===== src/rtl/bfp_scheduler_pkg.sv =====
`default_nettype none
// ============================================================================
// Module   : bfp_pkg
// Brief    : Shared types and constants for the BMI/BFP scheduler.
// Revision : 1.0
// ============================================================================
package bfp_pkg;

    typedef enum logic [2:0] {
        S_IDLE    = 3'd0,
        S_MUL_H   = 3'd1,
        S_MUL_W   = 3'd2,
        S_DIV_BMI = 3'd3,
        S_MAC     = 3'd4,
        S_DIV_BFP = 3'd5,
        S_RESP    = 3'd6
    } state_t;

    localparam logic [15:0] c_W_SCALE   = 16'd10000;
    localparam logic [15:0] c_BMI_K     = 16'd120;
    localparam logic [15:0] c_AGE_K     = 16'd23;
    localparam logic [15:0] c_PCT       = 16'd100;

    localparam int          c_DVD_W     = 24;
    localparam int          c_DVS_W     = 16;
    localparam int          c_REM_W     = 17;
    localparam int          c_CNT_W     = 5;
    localparam logic [4:0]  c_BMI_ITERS = 5'd24;
    localparam logic [4:0]  c_BFP_ITERS = 5'd16;

    localparam int          c_LATENCY   = 43;

    function automatic logic [7:0] sat8(input logic [23:0] v);
        return (v > 24'd255) ? 8'hFF : v[7:0];
    endfunction

endpackage
`default_nettype wire


===== src/rtl/bfp_scheduler_if.sv =====
`default_nettype none
// ============================================================================
// Module   : bfp_scheduler_if
// Brief    : Two-requester request/response bundle for the BFP scheduler.
// Revision : 1.0
// ============================================================================
interface bfp_scheduler_if;
    logic [1:0]  req_valid;
    logic [1:0]  req_ready;
    logic [15:0] req_weight;
    logic [15:0] req_height;
    logic [15:0] req_age;
    logic [1:0]  req_female;
    logic [1:0]  rsp_valid;
    logic [1:0]  rsp_ready;
    logic [7:0]  rsp_bmi;
    logic [7:0]  rsp_bfp;
    logic        rsp_err;

    modport master (
        output req_valid, req_weight, req_height, req_age, req_female, rsp_ready,
        input  req_ready, rsp_valid, rsp_bmi, rsp_bfp, rsp_err
    );

    modport slave (
        input  req_valid, req_weight, req_height, req_age, req_female, rsp_ready,
        output req_ready, rsp_valid, rsp_bmi, rsp_bfp, rsp_err
    );
endinterface
`default_nettype wire


===== src/rtl/bfp_scheduler_seq_divider.sv =====
`default_nettype none
// ============================================================================
// Module   : seq_divider
// Brief    : Restoring unsigned divider, one quotient bit per cycle, MSB first.
// Revision : 1.0
// ============================================================================
module seq_divider #(
    parameter int DVD_W = 24,
    parameter int DVS_W = 16,
    parameter int REM_W = DVS_W + 1,
    parameter int CNT_W = 5
) (
    input  wire logic             clk,
    input  wire logic             nrst,
    input  wire logic             i_start,
    input  wire logic [CNT_W-1:0] i_iters,
    input  wire logic [DVD_W-1:0] i_dividend,
    input  wire logic [DVS_W-1:0] i_divisor,
    output logic                  o_done,
    output logic      [DVD_W-1:0] o_quotient
);
    logic [DVD_W-1:0] r_quo;
    logic [DVS_W-1:0] r_rem;
    logic [DVS_W-1:0] r_dvs;
    logic [CNT_W-1:0] r_cnt;
    logic [REM_W-1:0] w_shift;
    logic [REM_W-1:0] w_diff;
    logic             w_bit;

    assign w_shift = {r_rem, r_quo[DVD_W-1]};
    assign w_diff  = w_shift - {1'b0, r_dvs};
    assign w_bit   = (w_shift >= {1'b0, r_dvs});

    // Short divisions are left-aligned by the caller, so the low quotient bits come out clean.
    always_ff @(posedge clk or negedge nrst) begin
        if (!nrst) begin
            r_quo <= '0;
            r_rem <= '0;
            r_dvs <= '0;
            r_cnt <= '0;
        end else if (i_start) begin
            r_quo <= i_dividend;
            r_rem <= '0;
            r_dvs <= i_divisor;
            r_cnt <= i_iters;
        end else if (r_cnt != '0) begin
            r_quo <= {r_quo[DVD_W-2:0], w_bit};
            r_rem <= w_bit ? w_diff[DVS_W-1:0] : w_shift[DVS_W-1:0];
            r_cnt <= r_cnt - 1'b1;
        end
    end

    assign o_done     = (r_cnt == CNT_W'(1));
    assign o_quotient = r_quo;
endmodule
`default_nettype wire


===== src/rtl/bfp_scheduler.sv =====
`default_nettype none
// ============================================================================
// Module   : bfp_scheduler
// Brief    : Round-robin, time-shared BMI/BFP engine for two requesters.
// Revision : 1.0
// ============================================================================
module bfp_scheduler #(
    parameter int OFS_FEMALE = 540,
    parameter int OFS_MALE   = 1620
) (
    input  wire logic       clk,
    input  wire logic       nrst,
    bfp_scheduler_if.slave  bus
);
    import bfp_pkg::*;

    state_t      r_state, w_next;
    logic        r_last, r_id, r_female, r_err;
    logic [7:0]  r_w, r_h, r_age, r_bmi;
    logic [15:0] r_hsq, r_age23;

    logic        w_win, w_accept;
    logic [1:0]  w_grant;
    logic [7:0]  w_h_sel;
    logic [7:0]  w_mul_a;
    logic [15:0] w_mul_b;
    logic [23:0] w_prod;
    logic [15:0] w_ofs;
    logic [17:0] w_acc;
    logic [15:0] w_acc_pos;
    logic [7:0]  w_bmi;
    logic        w_div_start, w_div_done;
    logic [4:0]  w_div_iters;
    logic [23:0] w_div_dvd, w_div_quo;
    logic [15:0] w_div_dvs;

    // Under contention the requester not granted last time wins.
    assign w_win    = (bus.req_valid == 2'b11) ? ~r_last : bus.req_valid[1];
    assign w_grant  = (r_state == S_IDLE && nrst) ? ((w_win ? 2'b10 : 2'b01) & bus.req_valid) : 2'b00;
    assign w_accept = |w_grant;
    assign w_h_sel  = w_win ? bus.req_height[15:8] : bus.req_height[7:0];

    always_ff @(posedge clk or negedge nrst) begin
        if (!nrst) r_state <= S_IDLE;
        else       r_state <= w_next;
    end

    always_comb begin
        w_next = r_state;
        case (r_state)
            S_IDLE:    if (w_accept) w_next = S_MUL_H;
            S_MUL_H:   w_next = S_MUL_W;
            S_MUL_W:   w_next = S_DIV_BMI;
            S_DIV_BMI: if (w_div_done) w_next = S_MAC;
            S_MAC:     w_next = S_DIV_BFP;
            S_DIV_BFP: if (w_div_done) w_next = S_RESP;
            S_RESP:    if (bus.rsp_ready[r_id]) w_next = S_IDLE;
            default:   w_next = S_IDLE;
        endcase
    end

    always_comb begin
        bus.req_ready = w_grant;
        bus.rsp_valid = 2'b00;
        bus.rsp_bmi   = 8'd0;
        bus.rsp_bfp   = 8'd0;
        bus.rsp_err   = 1'b0;
        if (r_state == S_RESP) begin
            bus.rsp_valid = r_id ? 2'b10 : 2'b01;
            bus.rsp_bmi   = r_bmi;
            bus.rsp_bfp   = r_err ? 8'd0 : sat8(w_div_quo);
            bus.rsp_err   = r_err;
        end
    end

    // The multiplier is idle during DIV_BMI, so 23*age is precomputed there.
    always_comb begin
        w_mul_a = 8'd0;
        w_mul_b = 16'd0;
        case (r_state)
            S_MUL_H:   begin w_mul_a = r_h;   w_mul_b = {8'd0, r_h}; end
            S_MUL_W:   begin w_mul_a = r_w;   w_mul_b = c_W_SCALE;   end
            S_DIV_BMI: begin w_mul_a = r_age; w_mul_b = c_AGE_K;     end
            S_MAC:     begin w_mul_a = w_bmi; w_mul_b = c_BMI_K;     end
            default:   ;
        endcase
    end

    assign w_prod    = {16'd0, w_mul_a} * {8'd0, w_mul_b};
    assign w_bmi     = r_err ? 8'd0 : sat8(w_div_quo);
    assign w_ofs     = r_female ? 16'(OFS_FEMALE) : 16'(OFS_MALE);
    assign w_acc     = {2'b00, w_prod[15:0]} + {2'b00, r_age23} - {2'b00, w_ofs};
    assign w_acc_pos = w_acc[17] ? 16'd0 : (w_acc[16] ? 16'hFFFF : w_acc[15:0]);

    assign w_div_start = (r_state == S_MUL_W) || (r_state == S_MAC);
    assign w_div_iters = (r_state == S_MUL_W) ? c_BMI_ITERS : c_BFP_ITERS;
    assign w_div_dvd   = (r_state == S_MUL_W) ? w_prod : {w_acc_pos, 8'h00};
    assign w_div_dvs   = (r_state == S_MUL_W) ? r_hsq : c_PCT;

    always_ff @(posedge clk or negedge nrst) begin
        if (!nrst) begin
            r_last   <= 1'b1;
            r_id     <= 1'b0;
            r_female <= 1'b0;
            r_err    <= 1'b0;
            r_w      <= 8'd0;
            r_h      <= 8'd0;
            r_age    <= 8'd0;
            r_bmi    <= 8'd0;
            r_hsq    <= 16'd0;
            r_age23  <= 16'd0;
        end else begin
            if (w_accept) begin
                r_id     <= w_win;
                r_last   <= w_win;
                r_w      <= w_win ? bus.req_weight[15:8] : bus.req_weight[7:0];
                r_h      <= w_h_sel;
                r_age    <= w_win ? bus.req_age[15:8] : bus.req_age[7:0];
                r_female <= bus.req_female[w_win];
                r_err    <= (w_h_sel == 8'd0);
            end
            if (r_state == S_MUL_H)   r_hsq   <= w_prod[15:0];
            if (r_state == S_DIV_BMI) r_age23 <= w_prod[15:0];
            if (r_state == S_MAC)     r_bmi   <= w_bmi;
        end
    end

    seq_divider #(
        .DVD_W (c_DVD_W),
        .DVS_W (c_DVS_W),
        .REM_W (c_REM_W),
        .CNT_W (c_CNT_W)
    ) u_div (
        .clk        (clk),
        .nrst       (nrst),
        .i_start    (w_div_start),
        .i_iters    (w_div_iters),
        .i_dividend (w_div_dvd),
        .i_divisor  (w_div_dvs),
        .o_done     (w_div_done),
        .o_quotient (w_div_quo)
    );
endmodule
`default_nettype wire


===== src/flat_wrapper.sv =====
// flat-port wrapper written by rule: the top's interface ports become plain ports
module bfp_scheduler_flat import bfp_pkg::*;
#(
    parameter int OFS_FEMALE = 540,
    parameter int OFS_MALE   = 1620
)
  (clk, nrst, bus_req_valid, bus_req_weight, bus_req_height, bus_req_age, bus_req_female, bus_rsp_ready, bus_req_ready, bus_rsp_valid, bus_rsp_bmi, bus_rsp_bfp, bus_rsp_err);
  bfp_scheduler_if bus_i ();
  input  wire logic clk;
  input  wire logic nrst;
  input wire logic [$bits(bus_i.req_valid)-1:0] bus_req_valid;
  input wire logic [$bits(bus_i.req_weight)-1:0] bus_req_weight;
  input wire logic [$bits(bus_i.req_height)-1:0] bus_req_height;
  input wire logic [$bits(bus_i.req_age)-1:0] bus_req_age;
  input wire logic [$bits(bus_i.req_female)-1:0] bus_req_female;
  input wire logic [$bits(bus_i.rsp_ready)-1:0] bus_rsp_ready;
  output wire logic [$bits(bus_i.req_ready)-1:0] bus_req_ready;
  output wire logic [$bits(bus_i.rsp_valid)-1:0] bus_rsp_valid;
  output wire logic [$bits(bus_i.rsp_bmi)-1:0] bus_rsp_bmi;
  output wire logic [$bits(bus_i.rsp_bfp)-1:0] bus_rsp_bfp;
  output wire logic [$bits(bus_i.rsp_err)-1:0] bus_rsp_err;
  assign bus_i.req_valid = bus_req_valid;
  assign bus_i.req_weight = bus_req_weight;
  assign bus_i.req_height = bus_req_height;
  assign bus_i.req_age = bus_req_age;
  assign bus_i.req_female = bus_req_female;
  assign bus_i.rsp_ready = bus_rsp_ready;
  assign bus_req_ready = bus_i.req_ready;
  assign bus_rsp_valid = bus_i.rsp_valid;
  assign bus_rsp_bmi = bus_i.rsp_bmi;
  assign bus_rsp_bfp = bus_i.rsp_bfp;
  assign bus_rsp_err = bus_i.rsp_err;
  bfp_scheduler #(.OFS_FEMALE(OFS_FEMALE), .OFS_MALE(OFS_MALE)) u_core (.clk(clk), .nrst(nrst), .bus(bus_i));
endmodule

===== config.mk =====
export PLATFORM = sky130hd
export DESIGN_NAME = bfp_scheduler_flat
export DESIGN_NICKNAME = d
export VERILOG_FILES = /design/src/rtl/bfp_scheduler_pkg.sv /design/src/rtl/bfp_scheduler_if.sv /design/src/rtl/bfp_scheduler_seq_divider.sv /design/src/rtl/bfp_scheduler.sv /design/src/flat_wrapper.sv
export SDC_FILE = /design/constraint.sdc
export NUM_CORES = 1
export LEC_CHECK = 0
export CORE_UTILIZATION = 55
export DETAILED_ROUTE_END_ITERATION = 6
export HOLD_SLACK_MARGIN = 0.06
export PLACE_DENSITY = 0.75
export SLEW_MARGIN = 20
export SYNTH_ARGS = -nofsm -noshare
export SYNTH_HDL_FRONTEND = slang
export SYNTH_SLANG_ARGS = --single-unit

===== constraint.sdc =====
create_clock -name clk -period 12.44 [get_ports clk]
set_input_delay 1.866 -clock clk [delete_from_list [all_inputs] [get_ports clk]]
set_output_delay 1.866 -clock clk [all_outputs]
set_load 0.01 [all_outputs]

* Yosys cells after proc, flatten, opt, wreduce, memory -nomap -nowiden
Cells that the tools add are included.
Cells by class: mux-type cells 37, reductions and logical operators 8, bitwise gates (word level) 2, $mul 1, add/subtract/negate cells 4, order comparisons 4, eq/ne operators 12
Operator list (count):
- $mux W16 | 6
- $mux W24 | 3
- $mux W8 | 7
- $pmux W14 S4 | 1
- $pmux W8 S4 | 1
- $gt A24 B8 Y1 const B | 1
- $mul A8 B14 Y22 | 1
- $pmux W3 S7 | 1
- $sub A18 B16 Y18 | 1
- $add A16 B16 Y17 | 1
- $ge A17 B16 Y1 | 1
- $sub A16 B16 Y16 | 1
- $mux W3 | 4
- $mux W11 | 1
- $mux W5 | 2
- $eq A3 B3 Y1 const B | 3
- $logic_not A8 Y1 | 1
- $mux W2 | 4
- $eq A3 B2 Y1 const B | 2
- $mux W1 | 6
- $eq A5 B1 Y1 const B | 1
- $reduce_bool A5 Y1 | 1
- $sub A5 B1 Y5 const B | 1
- $lt A1 B2 Y1 const B | 2
- 13 further kinds | 15
Storage, ports and cells: register bits after elaboration 132, input port bits 56

* Depth between registers and ports, before layout
word-level depth 11, depth in mapped cells 36

* Cells and area by module
From an unflattened synthesis, not the netlist that was laid out.
Second synthesis, totals: cell total of the unflattened synthesis 1366, area, all modules 11659.9 µm²
By module, submodules not included:
- bfp_scheduler | cells an instance 932, area an instance 7808.7 µm², instances 1, sequential area each 1778.0 µm²
- seq_divider | cells an instance 434, area an instance 3851.2 µm², instances 1, sequential area each 1526.5 µm²

* Worst setup path before layout
Ideal clock, no wire load.
kind reg2reg, from register u_core.r_state[0], to register u_core.u_div.r_quo[16], in the netlist u_core.u_div.o_quotient[16], period minus slack after synthesis 7985 ps, arrival 7859 ps, path slack 4455 ps, library setup time 126 ps, buffers on the path 2, stages on the path, launching flop included 32, path through dfrtp_1 > clkbuf_1 > inv_1 > nor3_1 > nand2_1 > inv_1 > a211oi_1 > and2_1 > clkbuf_1 > or2_2 > fa_1 > fa_1 > inv_1 > fa_1 > inv_1 > fa_1 > inv_1 > ha_1 > a21oi_1 > o21bai_1 > a21oi_1 > xor2_1 > inv_1 > ha_1 > or2_1 > a2111o_1 > and2_1 > a311oi_4 > nand2b_1 > o31a_1 > or3_1 > a221o_1
On the way: longest elaborated chain between the ends 9, elaborated cells between the ends (all ways) 15, classes of those cells add/sub (2); mul (1); eq/ne (4); mux (6); reduce/logical (2)
Ends and longest elaborated chain:
- start, declared | RTL line bfp_scheduler.sv:17 | state_t r_state, w_next;
- start signal, assigned | RTL line bfp_scheduler.sv:45 | else r_state <= w_next;
- $eq A3 B3 Y1, or another cell as far along | RTL line bfp_scheduler.sv:80 | case (r_state)
- $pmux W8 S4 or $pmux W14 S4 (tied branches) | RTL line bfp_scheduler.sv:80
- $mul A8 B14 Y22 (*) | RTL line bfp_scheduler.sv:89 | assign w_prod = {16'd0, w_mul_a} * {8'd0, w_mul_b};
- named net u_core.w_prod[10] | RTL line bfp_scheduler.sv:27 | logic [23:0] w_prod;
- $add A16 B16 Y17 (*) | RTL line bfp_scheduler.sv:92 | assign w_acc = {2'b00, w_prod[15:0]} + {2'b00, r_age23} - {2'b00, w_ofs};
- $sub A18 B16 Y18 (*) | RTL line bfp_scheduler.sv:92
- $mux W16 | RTL line bfp_scheduler.sv:93 | assign w_acc_pos = w_acc[17] ? 16'd0 : (w_acc[16] ? 16'hFFFF : w_acc[15:0]);
- $mux W16 (*) | RTL line bfp_scheduler.sv:93
- $mux W24 (*) | RTL line bfp_scheduler.sv:97 | assign w_div_dvd = (r_state == S_MUL_W) ? w_prod : {w_acc_pos, 8'h00};
- $mux W24 (*) | RTL line bfp_scheduler_seq_divider.sv:41 | end else if (i_start) begin
- end signal, assigned | RTL line bfp_scheduler_seq_divider.sv:42 | r_quo <= i_dividend;
- end signal, assigned | RTL line bfp_scheduler_seq_divider.sv:47 | r_quo <= {r_quo[DVD_W-2:0], w_bit};
- end, declared | RTL line bfp_scheduler_seq_divider.sv:22 | logic [DVD_W-1:0] r_quo;
The timed path passes the listed nets; every way through them passes the cells marked *. A chain may end at the register's enable or synchronous reset.

* Worst setup path after layout
from register u_core.u_div.r_quo[18], in the netlist u_core.u_div.o_quotient[18], to register u_core.u_div.r_quo[8], in the netlist u_core.u_div.o_quotient[8]
On the way: longest elaborated chain between the ends 11
Ends and longest elaborated chain:
- $gt A24 B8 Y1 (*) | RTL line bfp_scheduler_pkg.sv:34 | return (v > 24'd255) ? 8'hFF : v[7:0];
- $mux W8 (*) | RTL line bfp_scheduler_pkg.sv:34
- $mux W8 (*) | RTL line bfp_scheduler.sv:90 | assign w_bmi = r_err ? 8'd0 : sat8(w_div_quo);
- $pmux W8 S4 (*) | RTL line bfp_scheduler.sv:80
- $mul A8 B14 Y22 (*) | RTL line bfp_scheduler.sv:89
- named net u_core.w_prod[9] | RTL line bfp_scheduler.sv:27
- $add A16 B16 Y17 (*) | RTL line bfp_scheduler.sv:92
- $sub A18 B16 Y18 (*) | RTL line bfp_scheduler.sv:92
- $mux W16 | RTL line bfp_scheduler.sv:93
- $mux W16 (*) | RTL line bfp_scheduler.sv:93
- $mux W24 (*) | RTL line bfp_scheduler.sv:97
- $mux W24 (*) | RTL line bfp_scheduler_seq_divider.sv:41
Marked as above.

==> results.txt <==
- Total number of yosys warnings: 0
* Die width: around 140 um
- The core region is about 20000 um^2.
* Standard cell with the maximum stage delay on the critical path: sky130_fd_sc_hd__nand4_1
- STA classifies the critical path endpoint as a register.
* Clock sink total: around 130
* Number of global-route vias before repair: slightly above 9000
- Total count of hold-check failures in the final report: 0
- Skew final: 0.0154 ns
* DP HPWL: approximately 23 mm
- Critical setup path kind: reg2reg
- The library cells used most frequently in the layout, excluding fill and tap cells, are 150 x sky130_fd_sc_hd__nand2_1, 145 x sky130_fd_sc_hd__nor2_1, 131 x sky130_fd_sc_hd__dfrtp_1.
- For the pin with the worst max-slew slack, the measured transition is about 1.0 ns.
- Time the worst path needs with I/O delays and setup: about 9.4 ns
- The routed design has 30.1 mm of wire.
* Most frequent standard cell in the layout excluding fill and tap cells: sky130_fd_sc_hd__nand2_1
- Worst hold path type: reg2reg
- The average instance in the mapped netlist occupies ~8.6 um^2.
* Fraction of final layout cells sized beyond drive strength 1: 0.0699
- The die is around 140 um tall.
- Required @ worst endpoint: between 10 and 15 ns
- Dividing the detail-routed wire length by the instance count gives 18.5 um.
- Total die area: around 21000 um^2
- For this block, the initial DRC count from the detailed router was 564.
* Slowest stage delay, CP: 0.71 ns
* Unrepaired setup endpoints after global routing: no
- Number of hold buffers added after cts: 0
- Clock latency at the later pin of the worst-skew pair: 0.44 ns
- Input and output buffers added on the ports amount to 76.
* Synthesized area: between 10000 and 15000 um^2
* Maximum fanout count along the critical path: 16
* Yosys reg bits: 132
* Seq/Total Area, Yosys: 0.298
* DR pass1 iterations: 5
- Largest net degree at the start of global routing: 54
- Final-layout setup total negative slack: 0 ns
* Number of enable flip-flop cells after synthesis: 0
* DRC viols: 0
- The netlist uses 77 different library cells.
- The max-slew violation count came to 0.
- Arr. time, crit path: approximately 9.7 ns
- Highest clock frequency the design can meet: 106 MHz
- The area growth from synthesis to layout is 14.6%.
* TritonCTS clock tree: done
- The floorplan has a little over 50 rows.
* Maximum clock path buffer count: 2
* Overflow left after global routing: 0
- For this design the top-level I/O count stands at 77.
- Starting density of the core: 0.566
- Number of H-tree levels: 4
- Main flop type after synthesis: sky130_fd_sc_hd__dfrtp_1
* GRT Total Usage: 0.309
- Clock tree synthesis inserted a total of 17 buffers.
- Antenna violations before repair: 1
* CTS resizes: 0
* Worst relative slew slack: 0.307
- Total number of vias: 9578
* Clock slew at the register clock pins of the worst setup and hold paths: 0.07 ns
- Post-Syn Instances: between 1000 and 1500
* Post-route antenna net violation count: 0
- Setup violations remaining at the end of the flow were counted as 0.
- In the finished design, the share of the clock period the worst path needs comes to 0.756.
- Max-cap check violation count: 0
- Type of origin of the critical path: register
* Proportion of register bits with asynchronous set or reset after synthesis: 1.00
* Library cell used as clock root buffer: sky130_fd_sc_hd__clkbuf_16
- Routability-driven placement finished with a final weighted congestion of 0.945.
- Via count normalized by instance count: 5.89
- When the netlist entered floorplanning its net count stood at around 1500.
- Wire length of the first global-routing pass: 48.2 mm
* Result of the run: complete, no violations
* Setup bufs post-CTS: 0
- Fin nets: ~1500
[per-layer routing]
metal,up-vias,part of all wire,track usage
met1,4659,0.45,0.423
met4,0,0.017,0.0868
met5,-,0,0
met3,43,0.084,0.0752
met2,347,0.45,0.485
li1,4529,-,-
[Yosys cell counts (22+ instances only)]
library cell | n | area (um^2)
sky130_fd_sc_hd__ha_1 | 84 | 1050
sky130_fd_sc_hd__inv_1 | 124 | 465
sky130_fd_sc_hd__o21ai_0 | 88 | 440
sky130_fd_sc_hd__fa_1 | 60 | 1200
sky130_fd_sc_hd__a21oi_1 | 82 | 410
sky130_fd_sc_hd__nand2_1 | 150 | 563
sky130_fd_sc_hd__dfrtp_1 | 131 | 3280
sky130_fd_sc_hd__nor2_1 | 145 | 544
sky130_fd_sc_hd__clkbuf_1 | 50 | 188
sky130_fd_sc_hd__or2_2 | 22 | 138
sky130_fd_sc_hd__xnor2_1 | 24 | 210
sky130_fd_sc_hd__mux2i_1 | 44 | 440
[path summary, 6_finish.rpt]
kind                                                         start                                     end  slack, ns  cells after the start
hold / removal                         u_core.r_bmi[6]$_DFFE_PN0N_             u_core.r_bmi[6]$_DFFE_PN0N_       0.48                      2
hold reg to reg                        u_core.r_bmi[6]$_DFFE_PN0N_             u_core.r_bmi[6]$_DFFE_PN0N_       0.48                      2
setup reg to reg           u_core.u_div.o_quotient[18]$_DFFE_PN0P_  u_core.u_div.o_quotient[8]$_DFFE_PN0P_       3.04                     27
min in group asynchronous                                     nrst      u_core.u_div.r_rem[14]$_DFFE_PN0P_       1.33                      1
setup / recovery           u_core.u_div.o_quotient[18]$_DFFE_PN0P_  u_core.u_div.o_quotient[8]$_DFFE_PN0P_       3.04                     27
max in group asynchronous                                     nrst  u_core.u_div.o_quotient[8]$_DFFE_PN0P_      10.09                      2
[critical path: cells and delay by family, from the launching register on]
kind | cells | cell delay (ns)
compound gates | 10 | 3.18
fa+ha+maj | 6 | 2.61
simple gates | 6 | 2.20
xor+xnor | 1 | 0.55
flops | 1 | 0.41
buf+inv | 4 | 0.25
[area by class of cell]
| type | count | area, um^2 |
|---|---|---|
| inverters | 124 | 465 |
| clock inverters | 15 | 188 |
| flip-flops and latches | 132 | 3300 |
| well taps | 265 | 332 |
| clock buffers | 17 | 425 |
| repair buffers | 89 | 860 |
| fillers | 1667 | 6870 |
| diodes | 1 | 2.50 |
| multi-input cells | 983 | 7140 |
[cells by family after synthesis]
group	share of synthesized area
flops	0.298
buf+inv	0.0609
compound gates	0.177
simple gates	0.184
mux	0.0427
xor+xnor	0.0347
fa+ha+maj	0.203
[metrics by stage]
| stage | hold slack [ns] | util | instances | cell area (um^2) | worst slack [ns] |
|---|---|---|---|---|---|
| finish | 0.481 | 0.649 | 1626 | 12700 | 3.04 |
| global route | 0.512 | 0.649 | 1625 | 12700 | 2.71 |
| CTS | 0.483 | 0.649 | 1625 | 12700 | 3.28 |
| detailed placement | 0.464 | 0.618 | 1593 | 12100 | 3.34 |
| global placement | 0.462 | 0.618 | 1593 | 12100 | 3.49 |
| floorplan | 0.438 | - | 1293 | 11100 | 4.45 |
[registers in the layout, indices dropped and copies added (netlist names)]
register / cells
u_core.r_age: 8
u_core.r_age23: 16
u_core.r_bmi: 8
u_core.r_err: 1
u_core.r_female: 1
u_core.r_h: 8
u_core.r_hsq: 16
u_core.r_id: 1
u_core.r_last: 1
u_core.r_state: 3
u_core.r_w: 8
u_core.u_div.o_quotient: 24
u_core.u_div.r_cnt: 5
u_core.u_div.r_dvs: 16
u_core.u_div.r_rem: 16
Power is left out: the tool's default activity adds up to more than one toggle a clock period on the data nets, which glitch-free logic cannot reach.
